--- src/rtl/toggle_chk_satcnt.sv ---
// Saturating error counter with synchronous clear; clear wins over increment.
module toggle_chk_satcnt #(
    parameter int unsigned Width = 16
) (
    input  logic             clk_i,
    input  logic             rst_i,
    input  logic             clr_i,
    input  logic             inc_i,
    output logic [Width-1:0] cnt_o
);

    logic [Width-1:0] cnt_d, cnt_q;

    always_comb begin
        cnt_d = cnt_q;
        if (clr_i) begin
            cnt_d = '0;
        end else if (inc_i && (cnt_q != '1)) begin
            cnt_d = cnt_q + Width'(1);
        end
    end

    always_ff @(posedge clk_i) begin
        if (rst_i) begin
            cnt_q <= '0;
        end else begin
            cnt_q <= cnt_d;
        end
    end

    assign cnt_o = cnt_q;

endmodule

--- config.mk ---
export PLATFORM = sky130hd
export DESIGN_NAME = toggle_chk_satcnt
export DESIGN_NICKNAME = d
export VERILOG_FILES = /design/src/rtl/toggle_chk_satcnt.sv
export SDC_FILE = /design/constraint.sdc
export NUM_CORES = 1
export LEC_CHECK = 0
export ABC_AREA = 1
export CAP_MARGIN = 5
export CORE_MARGIN = 5
export CORE_UTILIZATION = 25
export DETAILED_ROUTE_END_ITERATION = 8
export HOLD_SLACK_MARGIN = 0.12
export PLACE_DENSITY = 0.42
export SYNTH_ARGS = -nofsm -noshare
export SYNTH_HDL_FRONTEND = slang
export SYNTH_SLANG_ARGS = --single-unit
--- constraint.sdc ---
create_clock -name clk_i -period 3 [get_ports clk_i]
set_input_delay 0.6 -clock clk_i [delete_from_list [all_inputs] [get_ports clk_i]]
set_output_delay 0.6 -clock clk_i [all_outputs]
set_load 0.01 [all_outputs]
## Yosys cells after proc, flatten, opt, wreduce, memory -nomap -nowiden

Index checks and enable logic that the tools add are counted.

- Output and inout bits: 16
- Word-level logic and storage cells: 5
- Bits in registers: 16
- Input bits: 4

- Equality and inequality tests: 1
- $add $sub $neg: 1
- Reductions and logical operators: 2

Operators by type and width:

| cell | count |
|---|---|
| 16-bit by 1-bit adder with 16-bit output, second input constant | 1 |
| 16-bit inequality test, second input constant | 1 |
| 2-bit OR reduction | 1 |
| 1-bit logical AND | 1 |

## Longest topological paths before layout

- Word-level depth: 2
- Depth in mapped cells: 9
- Depth with buffers taken out: 9

## Worst setup path after synthesis

No wires, ideal clock.

- Path kind: flip-flop to flip-flop
- From: register cnt_q[0], in the netlist cnt_o[0]
- To: register cnt_q[15], in the netlist cnt_o[15]
- Required time: 2.885 ns
- Library setup time: 0.115 ns
- Buffers on the path: 1
- Setup slack: 1.573 ns
- Arrival: 1.312 ns
- Stages on the path, launching flop included: 8
- Cells stage by stage: dfxtp_1 -> ha_1 -> nand2_1 -> nor2_4 -> nand4_4 -> buf_6 -> a21oi_1 -> nor2_1

- Cells in the longest elaborated chain, start to end: 2
- Elaborated cells on any way between the ends: 3
- Classes of those cells: add/sub: 1; eq/ne: 1; reduce/logical: 1

Ends and longest elaborated chain:

| element | line | text |
|---|---|---|
| from (decl) | 12 | `logic [Width-1:0] cnt_d, cnt_q;` |
| from (signal assigned) | 27 | `cnt_q <= cnt_d;` |
| branches (longest 2 deep; another with 16-bit by 1-bit adder with 16-bit output) | - |  |

Several ways; the timed one is not identified.
A chain may end at the register's enable or synchronous reset.

## Final worst setup path

- From: register cnt_q[3], in the netlist cnt_o[3]
- To: output port cnt_o[3]

RTL lines:

| element | line | text |
|---|---|---|
| to (decl) | 9 | `output logic [Width-1:0] cnt_o` |

No word-level cell between the ends.

==> impl_metrics.env <==
export IMPL_status="complete, no violations"
export IMPL_gp_congestion=0.840
export IMPL_pwr_share_clk=0.456
export IMPL_max_cap_violations=0
export IMPL_h_tree_depth=1
export IMPL_critPathMaxFanout=6
export IMPL_ys_top_cells_by_count="nand2_1, nor2_1, dfxtp_1"
export IMPL_path_depth=1
export IMPL_drive_gt1_frac=0.124
export IMPL_power_switching_uw=95.1
export IMPL_cp_cell_sequence="clkdlybuf4s50_1"
export IMPL_hold_depth=2
export IMPL_nets=184
export IMPL_hold_buffers=0
export IMPL_combPwrFrac=0.051
export IMPL_wl_per_cell_um=10.3
export IMPL_async_reset_ff_frac=0
export IMPL_crit_arrival_ps=1250
export IMPL_fin_ws_ps=1150
export IMPL_hold_class="register to register"
export IMPL_syn_area_per_cell_um2=6.44
export IMPL_synthesis_area_um2=1000
export IMPL_internal_power_uw=341
export IMPL_ys_flop_type="dfxtp_1"
export IMPL_synth_most_common_cell="nand2_1"
export IMPL_drc=0
export IMPL_critical_path_max_stage_delay_ps=570
export IMPL_ys_top_cells_by_area="dfxtp_1, nand2_1, nor2_1"
export IMPL_final_setup_tns_ps=0
export IMPL_grt_pass1_wl_um=4310
export IMPL_n_antenna_cell=0
export IMPL_dieHeight_um=73.4
export IMPL_first_pass_iters=4
export IMPL_p_per_area_nw_per_um2=336
export IMPL_post_cts_resized=0
export IMPL_grtUsageTotal=0.101
export IMPL_syn_to_final_growth_pct=29.1
export IMPL_cts_tree="done"
export IMPL_syn_nets=161
export IMPL_path_clk_slew_ps=70
export IMPL_reg2reg_depth=6
export IMPL_dp_hpwl_um=1900
export IMPL_start_util=0.255
export IMPL_post_cts_buffers=0
export IMPL_synth_cells=156
export IMPL_synth_edff_count=0
export IMPL_vdd_ir_drop_max_mv=0.115
export IMPL_fin_worst_skew_ps=5.43
export IMPL_switching_share=0.218
export IMPL_root_buffer="clkbuf_8"
export IMPL_timing_critical_path_from="cnt_o[3]"
export IMPL_clock_latency_ps=260
export IMPL_synth_seq_cells=16
export IMPL_crit_path_end="cnt_o[3]"
export IMPL_numCtsBuffers=3
export IMPL_clk_path_buf_depth=2
export IMPL_slew_limit_headroom=0.832
export IMPL_grt_pass1_vias=953
export IMPL_grt_max_degree=17
export IMPL_finalWirelength_um=2360
export IMPL_ys_types=20
export IMPL_antenna_found_initial=0
export IMPL_place_port_buffers=19
export IMPL_total_power_uw=436
export IMPL_worstPathRequired_ps=2400
export IMPL_yosysWarnings=0
export IMPL_drtIter0Drc=23
export IMPL_final_antenna_net_count=0
export IMPL_min_period_ps=1850
export IMPL_post_route_period_util=0.617
export IMPL_worst_slew_pin_slew_ps=252
export IMPL_largest_reg_flops=16
export IMPL_reg2reg_to="cnt_o[15]"
export IMPL_crit_path_start_kind="register"
export IMPL_drv_slew=0
export IMPL_leakage_uw=0.000514
export IMPL_row_count=23
export IMPL_yosys_area_top_type_share=0.319
export IMPL_die_w_um=73.4
export IMPL_rsz0062_at_grt="no"
export IMPL_synth_top_area_cell="dfxtp_1"
export IMPL_path_class="register to output pin"
export IMPL_numClockSinks=16
export IMPL_place_ws_ps=960
export IMPL_slowest_stage="clkdlybuf4s50_1"
export IMPL_seq_area_frac_synth=0.319
export IMPL_grt_ovfl_total=0
export IMPL_vias_per_cell=4.27
export IMPL_io_pins=20
export IMPL_timing_fmax_ghz=0.541
export IMPL_crit_family="buffers and inverters"
export IMPL_r2r_setup_slack_ps=1510
export IMPL_core_area_um2=3940
export IMPL_pwr_share_seq=0.493
export IMPL_finalHoldViolCount=0
export IMPL_path_buf_inv=1
export IMPL_setup_violations=0
export IMPL_r2r_start="cnt_o[0]"
export IMPL_dieArea_um2=5390
export IMPL_vias=974
export IMPL_cp_end_kind="output pin"
==> how the worst min path moves through the flow <==
stage,from,to,slack (ps)
final,cnt_o[1],cnt_o[1],520
after global routing,cnt_o[1],cnt_o[1],560
after CTS,cnt_o[1],cnt_o[1],530
after detailed placement,cnt_o[1],cnt_o[1],510
after global placement,cnt_o[1],cnt_o[1],510
after floorplan,cnt_o[1],cnt_o[1],530
==> worst min-delay path: stages (launching register included) <==
cell and delay [ps]:
dfxtp_1 340, nor2_1 100, nor2_1 50
==> layer usage <==
layer / global-route usage / vias to the layer above / part of all wire / routed length (µm)
li1: - / 534 / - / -
met1: 0.134 / 421 / 0.50 / 1180
met2: 0.163 / 13 / 0.45 / 1050
met3: 0.0219 / 6 / 0.032 / 75
met4: 0.0362 / 0 / 0.023 / 54
met5: 0 / - / 0 / 0
==> layout make-up <==
type,count,area (µm²)
fill,414,2650
sequential,16,320
clock buffer,4,55.1
timing repair buffer,20,198
multi-input combinational,122,602
tap,50,62.6
inverter,16,60.1
==> kinds of logic (layout without fill, tap and decap cells) <==
family | Yosys count | in the layout | share of synthesized area
flip-flops | 16 | 16 | 0.319
adder cells (fa/ha/maj) | 1 | 1 | 0.0125
buffers and inverters | 18 | 40 | 0.0822
AO/OA/AOI/OAI | 9 | 9 | 0.0448
AND/OR/NAND/NOR | 112 | 112 | 0.542
==> cell usage in the layout (no fill, tap or decap), types with 2 or more instances in the layout <==
cell / synthesis / layout
nor2_1: 38 / 38
nor2_2: 5 / 5
inv_1: 15 / 15
o21ai_0: 2 / 2
a21oi_1: 7 / 7
clkdlybuf4s50_1: 0 / 19
nand2_1: 43 / 43
nor2_4: 4 / 4
dfxtp_1: 16 / 16
nand2_4: 2 / 2
nand3_1: 13 / 13
clkbuf_8: 0 / 4
==> stage by stage <==
stage          hold WS (ps)  instances   util  cell area [µm²]
3_5_place_dp            513        224  0.315             1240
3_3_place_gp            507        224  0.315             1240
2_1_floorplan           534        156      -             1000
6_report                520        228  0.329             1300
4_1_cts                 526        228  0.329             1300
5_1_grt                 560        228  0.329             1300
==> power by group through the flow <==
stage	Clock, µW	Sequential (µW)	Combinational, µW
final	199	215	22.0
after global routing	213	215	25.2
after CTS	206	215	22.6
after detailed placement	0	220	22.5
after global placement	0	220	22.1
after floorplan	0	220	12.6
Power figures use the tool's default switching activity.
